**config.mk**
```make
export PLATFORM = sky130hd
export DESIGN_NAME = seq_divider
export DESIGN_NICKNAME = d
export VERILOG_FILES = /design/src/rtl/div_pkg.sv /design/src/rtl/addsub.sv /design/src/rtl/seq_divider.sv
export SDC_FILE = /design/constraint.sdc
export NUM_CORES = 1
export LEC_CHECK = 0
export BUFFER_PORTS_ARGS = -buffer_cell sky130_fd_sc_hd__buf_2
export CAP_MARGIN = 10
export CELL_PAD_IN_SITES_DETAIL_PLACEMENT = 0
export CELL_PAD_IN_SITES_GLOBAL_PLACEMENT = 1
export CORE_MARGIN = 5
export CORE_UTILIZATION = 37
export DETAILED_ROUTE_END_ITERATION = 10
export PLACE_DENSITY = 0.79
export SLEW_MARGIN = 20
export SYNTH_ARGS = -nofsm -noshare
export SYNTH_HDL_FRONTEND = slang
export SYNTH_SLANG_ARGS = --single-unit
```
**constraint.sdc**
```tcl
create_clock -name clk -period 2.5 [get_ports clk]
set_input_delay 0.75 -clock clk [delete_from_list [all_inputs] [get_ports clk]]
set_output_delay 0.75 -clock clk [all_outputs]
set_load 0.1 [all_outputs]
```
**src/rtl/div_pkg.sv**
```systemverilog
// Shared definitions for the sequential divider: FSM state encoding and a
// constant helper that sizes the bit counter.
package div_pkg;

   typedef enum logic [1:0] {
      IDLE = 2'd0,
      RUN  = 2'd1,
      FIX  = 2'd2,
      DONE = 2'd3
   } state_t;

   // Number of bits needed to hold the values 0 .. value-1 (at least 1).
   function automatic int clog2(input int value);
      int bits;
      bits = 1;
      for (int i = 1; i < 31; i++) begin
         if ((1 << i) < value) bits = i + 1;
      end
      return bits;
   endfunction

endpackage

```
**src/rtl/addsub.sv**
```systemverilog
// Existing adder/subtractor of the arithmetic unit: s = a + b (as=0) or
// s = a - b (as=1), two's complement, carry out dropped.
module addsub #(
   parameter int W = 8
) (
   input  logic [W-1:0] a,
   input  logic [W-1:0] b,
   input  logic         as,
   output logic [W-1:0] s
);

   // Subtract by adding the one's complement of b plus a carry-in of one.
   assign s = a + (b ^ {W{as}}) + {{(W-1){1'b0}}, as};

endmodule

```
**src/rtl/seq_divider.sv**
```systemverilog
// Sequential restoring divider, one quotient bit per clock, with a
// start/busy/done handshake. The trial subtraction runs on an addsub in
// subtract mode.
// Build option: define DIV_SIGNED_EN for two's-complement operands (adds a
// FIX state that applies result signs; one extra cycle of latency).
module seq_divider
   import div_pkg::*;
#(
   parameter int WIDTH = 8
) (
   input  logic             clk,
   input  logic             rst_n,
   input  logic             start,
   input  logic [WIDTH-1:0] dividend,
   input  logic [WIDTH-1:0] divisor,
   output logic             busy,
   output logic             done,
   output logic [WIDTH-1:0] quotient,
   output logic [WIDTH-1:0] remainder,
   output logic             div_by_zero
);

   localparam int CW = clog2(WIDTH);

   state_t           state;
   logic [WIDTH:0]   r;          // partial remainder, one guard bit
   logic [WIDTH-1:0] q;          // dividend shifting out, quotient shifting in
   logic [WIDTH-1:0] d;          // divisor (magnitude in the signed build)
   logic [CW-1:0]    cnt;        // remaining quotient bits minus one
   logic             dz;         // current operation is a divide by zero

   logic [WIDTH:0]   shifted;    // remainder with next dividend bit appended
   logic [WIDTH:0]   trial_a;
   logic [WIDTH:0]   trial_b;
   logic [WIDTH:0]   trial_s;
   logic [WIDTH-1:0] dvd_mag;    // dividend as loaded into q
   logic [WIDTH-1:0] dvs_mag;    // divisor as loaded into d

   assign shifted = {r[WIDTH-1:0], q[WIDTH-1]};

`ifdef DIV_SIGNED_EN
   logic             neg_q;      // operand signs differ: quotient is negative
   logic             neg_r;      // dividend negative: remainder is negative
   logic [WIDTH-1:0] neg_in;
   logic [WIDTH-1:0] neg_s;

   // Operand routing: while idle the trial subtractor negates the divisor;
   // otherwise it performs the restoring trial subtraction.
   always_comb begin
      // NOTE: every always_comb output gets a default first so no path can
      // leave it unassigned and infer a latch.
      trial_a = shifted;
      trial_b = {1'b0, d};
      if (state == IDLE) begin
         trial_a = '0;
         trial_b = {divisor[WIDTH-1], divisor};
      end
   end

   // Negator input: dividend while idle, quotient in FIX, remainder in DONE.
   always_comb begin
      neg_in = dividend;
      if (state == FIX)       neg_in = q;
      else if (state == DONE) neg_in = r[WIDTH-1:0];
   end

   addsub #(.W(WIDTH)) u_negate (
      .a  ('0),
      .b  (neg_in),
      .as (1'b1),
      .s  (neg_s)
   );

   assign dvd_mag = dividend[WIDTH-1] ? neg_s : dividend;
   assign dvs_mag = divisor[WIDTH-1] ? trial_s[WIDTH-1:0] : divisor;
`else
   assign trial_a = shifted;
   assign trial_b = {1'b0, d};
   assign dvd_mag = dividend;
   assign dvs_mag = divisor;
`endif

   addsub #(.W(WIDTH + 1)) u_trial (
      .a  (trial_a),
      .b  (trial_b),
      .as (1'b1),
      .s  (trial_s)
   );

   // Control FSM with datapath registers and registered handshake/results.
   always_ff @(posedge clk) begin
      // NOTE: sequential state uses non-blocking assignments so every
      // register samples pre-edge values regardless of statement order.
      if (!rst_n) begin
         state       <= IDLE;
         r           <= '0;
         q           <= '0;
         d           <= '0;
         cnt         <= '0;
         dz          <= 1'b0;
         busy        <= 1'b0;
         done        <= 1'b0;
         quotient    <= '0;
         remainder   <= '0;
         div_by_zero <= 1'b0;
`ifdef DIV_SIGNED_EN
         neg_q       <= 1'b0;
         neg_r       <= 1'b0;
`endif
      end else begin
         done <= 1'b0;
         case (state)
            IDLE: begin
               if (start && !busy) begin
                  busy        <= 1'b1;
                  div_by_zero <= 1'b0;
                  cnt         <= CW'(WIDTH - 1);
                  if (divisor == '0) begin
                     // Result is known immediately: all-ones quotient and
                     // the untouched dividend as remainder.
                     q     <= '1;
                     r     <= {1'b0, dividend};
                     d     <= '0;
                     dz    <= 1'b1;
                     state <= DONE;
`ifdef DIV_SIGNED_EN
                     neg_q <= 1'b0;
                     neg_r <= 1'b0;
`endif
                  end else begin
                     q     <= dvd_mag;
                     r     <= '0;
                     d     <= dvs_mag;
                     dz    <= 1'b0;
                     state <= RUN;
`ifdef DIV_SIGNED_EN
                     neg_q <= dividend[WIDTH-1] ^ divisor[WIDTH-1];
                     neg_r <= dividend[WIDTH-1];
`endif
                  end
               end
            end

            RUN: begin
               if (!trial_s[WIDTH]) begin
                  r <= trial_s;
                  q <= {q[WIDTH-2:0], 1'b1};
               end else begin
                  r <= shifted;
                  q <= {q[WIDTH-2:0], 1'b0};
               end
               if (cnt == '0) begin
`ifdef DIV_SIGNED_EN
                  state <= FIX;
`else
                  state <= DONE;
`endif
               end else begin
                  cnt <= cnt - CW'(1);
               end
            end

            FIX: begin
`ifdef DIV_SIGNED_EN
               if (neg_q) q <= neg_s;
               state <= DONE;
`else
               state <= IDLE;
`endif
            end

            DONE: begin
               done        <= 1'b1;
               busy        <= 1'b0;
               quotient    <= q;
               div_by_zero <= dz;
`ifdef DIV_SIGNED_EN
               remainder   <= neg_r ? neg_s : r[WIDTH-1:0];
`else
               remainder   <= r[WIDTH-1:0];
`endif
               state       <= IDLE;
            end

            default: state <= IDLE;
         endcase
      end
   end

endmodule

```
# ---- Yosys cells after proc, flatten, opt, wreduce, memory -nomap -nowiden
# Index checks and enable logic that the tools add are counted.
dict set report totals {
  mem_count 0
  register_bits 49
  output_inout_bits 19
  romBits 0
  latchBits 0
  ram_bits 0
  wordCells 56
}
dict set report classes {
  mux 22
  add_sub_neg 3
  magnitude_cmp 0
  n_mul 0
  shifts 0
  bitwise_logic 1
  div_mod_pow 0
  eq_ne 6
  n_reduce_logical 13
}
# op count
set ops {}
lappend ops {{two-way mux 8 bit} 6}
lappend ops {{case mux 8 bit (2 select lines)} 2}
lappend ops {{adder 9 x 1 -> 9 bit, second input constant} 1}
lappend ops {{adder 9 bit} 1}
lappend ops {{NOT 8 -> 9 bit} 1}
lappend ops {{zero test 8 bit} 1}
lappend ops {{AND reduction 2 bit} 4}
lappend ops {{two-way mux 2 bit} 3}
lappend ops {{two-way mux 3 bit} 2}
lappend ops {{!= test 2 bit, second input constant} 3}
lappend ops {{case mux 2 bit (3 select lines)} 1}
lappend ops {{case mux 3 bit (2 select lines)} 1}
lappend ops {{two-way mux 1 bit} 5}
lappend ops {{== test 2 bit, second input constant} 2}
lappend ops {{case mux 1 bit (2 select lines)} 2}
lappend ops {{nonzero test 2 bit} 2}
lappend ops {{zero test 3 bit} 1}
lappend ops {{AND reduction 3 bit} 1}
lappend ops {{subtractor 3 x 1 -> 3 bit, second input constant} 1}
lappend ops {{== test 2 x 1 -> 1 bit, second input constant} 1}
lappend ops {{zero test 2 bit} 1}
lappend ops {{OR reduction 2 bit} 1}
lappend ops {{logical AND 1 bit} 1}
lappend ops {{zero test 1 bit} 1}

# ---- Longest topological paths before layout
# Gate-level depths: netlist of the first run.
dict set report logic_depth {
  ltp_word 5
  ltp_mapped 10
  depth_no_buf 9
}

# ---- Hierarchy
# Synthesis of the first run repeated with hierarchy kept, for this count alone.
dict set report unflattened {
  cells_unflattened 260
  area_unflattened_um2 2407.3
}
# module area_per_inst_um2 n_inst cells_each seq_area_each_um2
set modules_own_cells {}
lappend modules_own_cells {seq_divider 1918.1 1 197 980.9}
lappend modules_own_cells {addsub 489.2 1 63 0.0}

# ---- Worst setup path before layout of the first run
# OpenSTA, ideal clock, no wires.
dict set report synth_timing {
  kind {reg-to-reg}
  startpoint {reg q[7]}
  endpoint {reg r[2]}
  path_buffers 1
  setup_time_ps 122
  t_arrival_ps 2275
  path_stages_with_launch 11
  setup_slack_ps 103
  t_required_ps 2378
  period_less_slack_ps 2397
  cell_sequence {dfxtp_1 inv_1 ha_1 inv_1 fa_1 a211oi_1 nor3_2 mux2i_2 or2_1 buf_4 o311a_1}
}
dict set report synth_via {
  elab_chain_len 4
}
# element line_no
set synth_lines {}
lappend synth_lines {{from (decl)} seq_divider.sv:27} ;# logic [WIDTH-1:0] q;
lappend synth_lines {{from (signal assigned)} seq_divider.sv:131} ;# q <= dvd_mag;
lappend synth_lines {{from (signal assigned)} seq_divider.sv:147} ;# q <= {q[WIDTH-2:0], 1'b1};
lappend synth_lines {{from (signal assigned)} seq_divider.sv:150} ;# q <= {q[WIDTH-2:0], 1'b0};
lappend synth_lines {{adder 9 bit} addsub.sv:13} ;# assign s = a + (b ^ {W{as}}) + {{(W-1){1'b0}}, as};
lappend synth_lines {{adder 9 x 1 -> 9 bit} addsub.sv:13}
lappend synth_lines {{two-way mux 8 bit} seq_divider.sv:145} ;# if (!trial_s[WIDTH]) begin
lappend synth_lines {{case mux 8 bit (2 select lines)} seq_divider.sv:112} ;# case (state)
lappend synth_lines {{to (signal assigned)} seq_divider.sv:122} ;# r <= {1'b0, dividend};
lappend synth_lines {{to (signal assigned)} seq_divider.sv:146} ;# r <= trial_s;
lappend synth_lines {{to (signal assigned)} seq_divider.sv:149} ;# r <= shifted;
lappend synth_lines {{to (decl)} seq_divider.sv:26} ;# logic [WIDTH:0] r;
# No other way between the ends.
# A chain may end at the register's enable or synchronous reset.

# ---- Worst setup path in the final report of the first run
dict set report layout_timing {
  startpoint {reg q[7]}
  endpoint {reg r[4]}
}
# The elaborated chain is that of the path after synthesis.

==> results of run 1 <==
## layer usage
layer / up-vias / wire length [um] / global-route usage, %
li1: 1148 / - / -
met3: 6 / 397 / 4.050
met4: 0 / 57 / 3.423
met2: 68 / 2720 / 23.15
met1: 1036 / 3105 / 21.39
met5: - / 0 / 0
## how the worst max path moves through the flow
stage	startpoint	end	slack [ns]	cells after the start
floorplan	q[7]	r[2]	0.10	10
global route	q[7]	r[2]	0.04	9
CTS	q[7]	r[4]	0.05	9
detailed placement	q[7]	r[4]	0.07	9
global placement	q[7]	r[4]	0.13	9
finish	q[7]	r[4]	0.16	9
## power by group through the flow
| stage | logic [mW] | clock network [mW] | registers [mW] |
|---|---|---|---|
| finish | 0.803 | 0.486 | 0.936 |
| global route | 0.898 | 0.530 | 0.944 |
| CTS | 0.796 | 0.495 | 0.932 |
| detailed placement | 0.790 | 0 | 0.951 |
| global placement | 0.786 | 0 | 0.950 |
| floorplan | 0.597 | 0 | 0.952 |
## final cells by class
cell class,instances,share of cell area (%)
multi-input combinational,214,45.99
sequential,49,34.74
timing repair buffer,48,9.482
tap,77,3.412
clock buffer,5,2.437
clock inverter,3,0.8861
inverter,23,3.057
## critical path, stage by stage (launching register included)
cell      delay [ns]
dfxtp_1         0.35
inv_1           0.06
ha_1            0.16
inv_1           0.05
fa_1            0.43
a211oi_2        0.27
nor3_2          0.09
mux2i_2         0.16
or2_1           0.35
o311a_1         0.32
## state kept, by name, indices dropped and copies added (netlist names)
register	count
remainder	8
q	8
state	2
quotient	8
r	8
d	8
cnt	3
div_by_zero	1
busy	1
dz	1
done	1
## per-stage QoR
step / hold WS (ns) / utilization, %
3_3_place_gp: 0.4422 / 42.67
3_5_place_dp: 0.4441 / 42.67
5_1_grt: 0.4735 / 44.22
4_1_cts: 0.4589 / 44.14
2_1_floorplan: 0.4322 / -
6_report: 0.4573 / 44.22
## cells in the mapped netlist (2+ instances only)
cell	count	area, um2
buf_4	3	22.52
a211oi_1	8	60.06
clkbuf_1	11	41.29
nor4_1	6	37.54
nand2b_1	6	37.54
inv_1	23	86.33
nand3_1	4	20.02
or4_4	2	22.52
nand2_1	55	206.5
and2_1	2	12.51
o211ai_1	3	22.52
nor2_1	11	41.29
a21o_1	3	22.52
o21ai_0	10	50.05
ha_1	10	125.1
nor3_1	10	50.05
o221ai_1	11	96.34
or3_1	4	25.02
o311a_1	3	30.03
dfxtp_1	49	980.9
a21oi_1	46	230.2
## what timing repair did
item                       in CTS  in global routing
gates resized for setup         0                  1
buffers inserted                0                  0
setup endpoints to repair       0                  6
## kinds of logic after synthesis
group | count (synthesis) | synth area share [%]
AND/OR/NAND/NOR | 107 | 21.32
XOR/XNOR | 2 | 0.7141
AO/OA/AOI/OAI | 93 | 24.22
buffers and inverters | 41 | 7.292
adder cells (fa/ha/maj) | 11 | 5.915
flip-flops | 49 | 39.98
multiplexers | 1 | 0.5608
==> key figures, run 1 <==
Status
  • Status: finished, final reports clean

Place
  • DPL Wire Length: 4.708 mm
  • Port bufs: 37
  • Gp weighted congestion: between 0.8 and 0.9
  • Post-DP Area: 0.002725 mm2
  • Setup slack at placement: 0.07255 ns
  • Inst Count DP: roughly 410

Global route
  • Largest net degree at the start of global routing: 33
  • First-pass GRT wire length: 10.54 mm
  • Vias in the first global route: 2123
  • Total global-route track usage: 15.19%
  • Grt ovf: 0
  • Initial antenna violation count: 0

Route
  • DR vias/cell: 5.389
  • Post-Route WL: 6.281 mm
  • DRT Pass-1 Iters: 4
  • Detail Route Antenna Nets: 0
  • Via count: approximately 2300
  • Iteration-0 DRC Markers: 186
  • Number of remaining DRC errors: 0
  • Routed WL per cell: 14.99 um

CTS
  • Clock buffer depth: 2
  • Clock Latency Late Sink: 0.31 ns
  • CTS hold repair buffers: 0
  • Clock sink count: 49
  • Root Driver: clkbuf_8
  • Htree depth: 2
  • Clk slew on worst S/H paths: roughly 0.11 ns
  • TritonCTS clock tree: done
  • Total CTS buffers: 5

STA
  • Max-Slew Margin vs Limit: 59.07%
  • Post-Route Skew: 0.01685 ns
  • Worst slew pin tran: 0.6124 ns
  • Final Max Tran Viols: 0
  • Final setup fails: 0
  • Final Hold Viols: 0
  • RSZ-0062 raised after global routing: false
  • F_max: 427.8 MHz
  • Final Cycle Share: between 90% and 100%
  • Worst Slack Setup Final: 0.1624 ns
  • Final setup TNS: 0 ns
  • Min Tclk post-route: 2.338 ns

Floorplan
  • Area of the core: approximately 0.0064 mm2
  • I/O pins: 38
  • Die ar.: between 0.008 and 0.009 mm2
  • Site row count: 29
  • Die Y: 91.44 um
  • Die W: 91.44 um
  • Initial Utilization: 38.42%

Worst setup path
  • Critical Path RT: 2.69 ns
  • Largest fanout on the critical path: 8
  • Reg2reg start: q[7]
  • End of the worst register-to-register path: r[4]
  • Reg2Reg Depth: 9
  • Crit Path Class: reg -> reg
  • Worst reg-to-reg setup slack: 0.16 ns
  • Crit end category: flop
  • Setup crit start kind: flop
  • Arrival time at the worst endpoint: 2.53 ns

Logic synthesis
  • Synthesized flop and latch total: 49
  • Most frequently used flop master after synthesis: dfxtp_1
  • Post-synth EDFFs: 0
  • Post-Syn Area per Cell: 8.071 um2
  • Distinct cell type count after synthesis: 45
  • Ys async rst share: 0%
  • Syn. warnings: 0
  • Seq/Total Area, Yosys: 39.98%
  • Synth Instances: between 300 and 400
  • Syn_nets: 334
  • Synth Cell Area: 0.002454 mm2

Power and ir drop
  • VDD IR max: 0.3705 mV
  • Sequential power share: 42.1%
  • Switching power: 0.8377 mW
  • Power per cell area: ~800 mW/mm2
  • Leakage power: 1.164 nW
  • Switching Share: a little under two fifths
  • Combinational share of power: 36.1%
  • Tot Pwr: about 2.2 mW
  • Int Pwr: ~1.4 mW
  • Clock network fraction of total power: 21.9%

Cells and area
  • Share of cells above drive strength 1: 19.30%
  • Fin cells: 419
  • Nets: 371
  • Layout area overhead: 15.09%
  • FF+latch area: 980.9 um2
  • Commonest cells after routing, fill and taps aside: nand2_1 (55), dfxtp_1 (49), a21oi_1 (46)
  • Multi-input gate area: around 0.0013 mm2
  • Commonest non-fill, non-tap cell in the layout: nand2_1
  • Fill count: 650
  • Post-Layout Inst Area: between 0.002 and 0.003 mm2
  • Ant. Diodes: 0

Min path
  • Min-Delay Path Class: reg -> reg
  • Hold Startpoint: quotient[3]
  • Worst hold path cell count: 2
  • Worst Hold End: quotient[3]

Flow run
  • Max-Cap Viols: 0
No activity file was read; power rests on OpenSTA's default activity.
==> run 2: changes to the inputs <==
CTS_BUF_LIST = sky130_fd_sc_hd__clkbuf_16   (was not set)
==> run 2 against run 1 <==
Clock skew decreased by 0.0081 ns; clock power increased by 40%; core utilization increased by 0.88 points; sequential power about the same; register-to-register slack about the same; count of clock-buffer cells in the layout unchanged; final area increased by 2.0%; hold slack got worse by 0.0052 ns; global-route usage unchanged; first-iteration DRC count decreased by 16%; critical path type unchanged.
==> key figures, run 2 (synthesis results as in run 1) <==
Status
  • Status: finished, final reports clean (unchanged)

Route
  • Iteration-0 DRC Markers: 157 (was 186)
  • DR vias/cell: 5.401 (was 5.389)
  • Detail Route Antenna Nets: 0 (unchanged)
  • Post-Route WL: 6.297 mm (was 6.281 mm)
  • Via count: 2263 (was 2258)
  • DRT Pass-1 Iters: 4 (unchanged)
  • Routed WL per cell: 15.03 um (was 14.99 um)
  • Number of remaining DRC errors: 0 (unchanged)

Floorplan
  • Initial Utilization: 38.42% (unchanged)
  • Die W: 91.44 um (unchanged)
  • Die ar.: 0.008360 mm2 (unchanged)
  • Area of the core: 0.006386 mm2 (unchanged)
  • Die Y: 91.44 um (unchanged)
  • I/O pins: 38 (unchanged)
  • Site row count: 29 (unchanged)

CTS
  • # Post-CTS Setup Buffers: 0 (unchanged)
  • TritonCTS clock tree: done (unchanged)
  • Htree depth: 2 (unchanged)
  • Clock sink count: 49 (unchanged)
  • Clock buffer depth: 2 (unchanged)
  • Clock Latency Late Sink: 0.29 ns (was 0.31 ns)
  • Post-cts resize count: 0 (unchanged)
  • CTS hold repair buffers: 0 (unchanged)
  • Clk slew on worst S/H paths: 0.07 ns (was 0.11 ns)
  • Root Driver: clkbuf_16 (was clkbuf_8)
  • Total CTS buffers: 5 (unchanged)

Worst setup path
  • Worst reg-to-reg setup slack: 0.16 ns (about the same)
  • Critical path endpoint: r[6] (was r[4])
  • Largest fanout on the critical path: 8 (unchanged)
  • Crit path depth: 9 (unchanged)
  • Reg2Reg Depth: 9 (unchanged)
  • Reg2reg start: q[7] (unchanged)
  • Setup crit start kind: flop (unchanged)
  • Critical Path RT: 2.68 ns (was 2.69 ns)
  • End of the worst register-to-register path: r[6] (was r[4])
  • Worst path bufs/invs: 2 (unchanged)
  • Crit Path Class: reg -> reg (unchanged)
  • CP max-delay cell: fa_1 (unchanged)
  • Crit-path leading delay family: compound AO/OA/AOI/OAI gates (unchanged)
  • Critical Path Start: q[7] (unchanged)
  • Crit end category: flop (unchanged)
  • Critical-path cell list: inv_1 -> ha_1 -> inv_1 -> fa_1 -> a211oi_2 -> nor3_2 -> mux2i_2 -> or2_1 -> o311a_1 (unchanged)
  • Max stage delay on crit path: 0.43 ns (about the same)
  • Arrival time at the worst endpoint: 2.52 ns (was 2.53 ns)
  • Most used cell, CP: inv_1 (unchanged)

STA
  • Final setup TNS: 0 ns (unchanged)
  • Worst slew pin tran: 0.6098 ns (was 0.6124 ns)
  • Max-Slew Margin vs Limit: 59.25% (was 59.07%)
  • Worst Slack Setup Final: 0.1573 ns (was 0.1624 ns)
  • Final Max Tran Viols: 0 (unchanged)
  • Min Tclk post-route: 2.343 ns (was 2.338 ns)
  • Final Hold Viols: 0 (unchanged)
  • F_max: 426.9 MHz (was 427.8 MHz)
  • Post-Route Skew: 0.008784 ns (was 0.01685 ns)
  • Final setup fails: 0 (unchanged)
  • RSZ-0062 raised after global routing: false (unchanged)
  • Final Cycle Share: 93.71% (was 93.50%)

Power and ir drop
  • Switching power: 0.8620 mW (was 0.8377 mW)
  • Int Pwr: 1.561 mW (was 1.387 mW)
  • Power per cell area: 841.4 mW/mm2 (was 787.9 mW/mm2)
  • Switching Share: 35.57% (was 37.65%)
  • Clock network fraction of total power: 28.1% (was 21.9%)
  • Leakage power: 1.189 nW (was 1.164 nW)
  • Sequential power share: 38.6% (was 42.1%)
  • VDD IR max: 0.3997 mV (was 0.3705 mV)
  • Tot Pwr: 2.423 mW (was 2.225 mW)
  • Combinational share of power: 33.3% (was 36.1%)

Cells and area
  • Multi-input gate area: 0.001299 mm2 (unchanged)
  • Nets: 371 (unchanged)
  • FF+latch area: 980.9 um2 (unchanged)
  • Layout area overhead: 17.39% (was 15.09%)
  • Fin util: 45.10% (was 44.22%)
  • Fill count: 646 (was 650)
  • Commonest non-fill, non-tap cell in the layout: nand2_1 (unchanged)
  • Share of cells above drive strength 1: 19.30% (unchanged)
  • Commonest cells after routing, fill and taps aside: nand2_1 (55), dfxtp_1 (49), a21oi_1 (46) (unchanged)
  • Ant. Diodes: 0 (unchanged)

Place
  • Setup slack at placement: 0.07255 ns (unchanged)
  • Port bufs: 37 (unchanged)
  • DPL Wire Length: 4.708 mm (unchanged)
  • Gp weighted congestion: 0.8482 (unchanged)

Global route
  • Initial antenna violation count: 0 (unchanged)
  • Grt ovf: 0 (unchanged)
  • Vias in the first global route: 2150 (was 2123)
  • Total global-route track usage: 15.19% (unchanged)
  • First-pass GRT wire length: 10.58 mm (was 10.54 mm)
  • Largest net degree at the start of global routing: 33 (unchanged)

Min path
  • Min-Delay Path Class: reg -> reg (unchanged)

Flow run
  • Max-Cap Viols: 0 (unchanged)
-- run 2: cell counts in the layout (fill, tap and decap cells not counted) --
Identical to the previous run, type by type.
-- run 2: metrics by stage --
stage / cells / hold slack (ns) / instance area, um2
floorplan: 304 / 0.4322 / 2454
global placement: 411 / 0.4422 / 2725
detailed placement: 411 / 0.4441 / 2725
CTS: 419 / 0.4543 / 2875
global route: 419 / 0.4692 / 2880
finish: 419 / 0.4522 / 2880
-- run 2: tightest hold or removal path: cells and delay by family, from the launching register on --
family / cells / cell delay [ns]
AND/OR/NAND/NOR: 1 / 0.05
flip-flops: 1 / 0.31
AO/OA/AOI/OAI: 1 / 0.05
-- run 2: worst min-delay path by stage --
stage,start,end,slack (ns),cells after the start
3_3_place_gp,quotient[2],quotient[2],0.44,2
3_5_place_dp,quotient[3],quotient[3],0.44,2
2_1_floorplan,dz,div_by_zero,0.43,2
4_1_cts,quotient[3],quotient[3],0.45,2
6_report,quotient[3],quotient[3],0.45,2
5_1_grt,d[2],d[2],0.47,2
-- run 2: power groups by stage --
stage               Clock, mW  Sequential, mW  Combinational, mW
finish                  0.680           0.935              0.808
floorplan                   0           0.952              0.597
CTS                     0.690           0.933              0.798
global route            0.723           0.944              0.903
global placement            0           0.950              0.786
detailed placement          0           0.951              0.790
-- run 2: metal layers --
layer,track usage (%),routed length (um),vias up
met5,0,0,-
met4,3.301,59,0
met3,4.298,423,7
met2,23.15,2704,68
met1,21.29,3110,1037
li1,-,-,1151
-- run 2: area by class of cell --
cell class                      count  share of cell area (%)
Tap cell                           77                   3.345
Multi-Input combinational cell    214                   45.09
Sequential cell                    49                   34.06
Clock buffer                        5                   4.344
Inverter                           23                   2.997
Timing Repair Buffer               48                   9.296
Clock inverter                      3                  0.8688
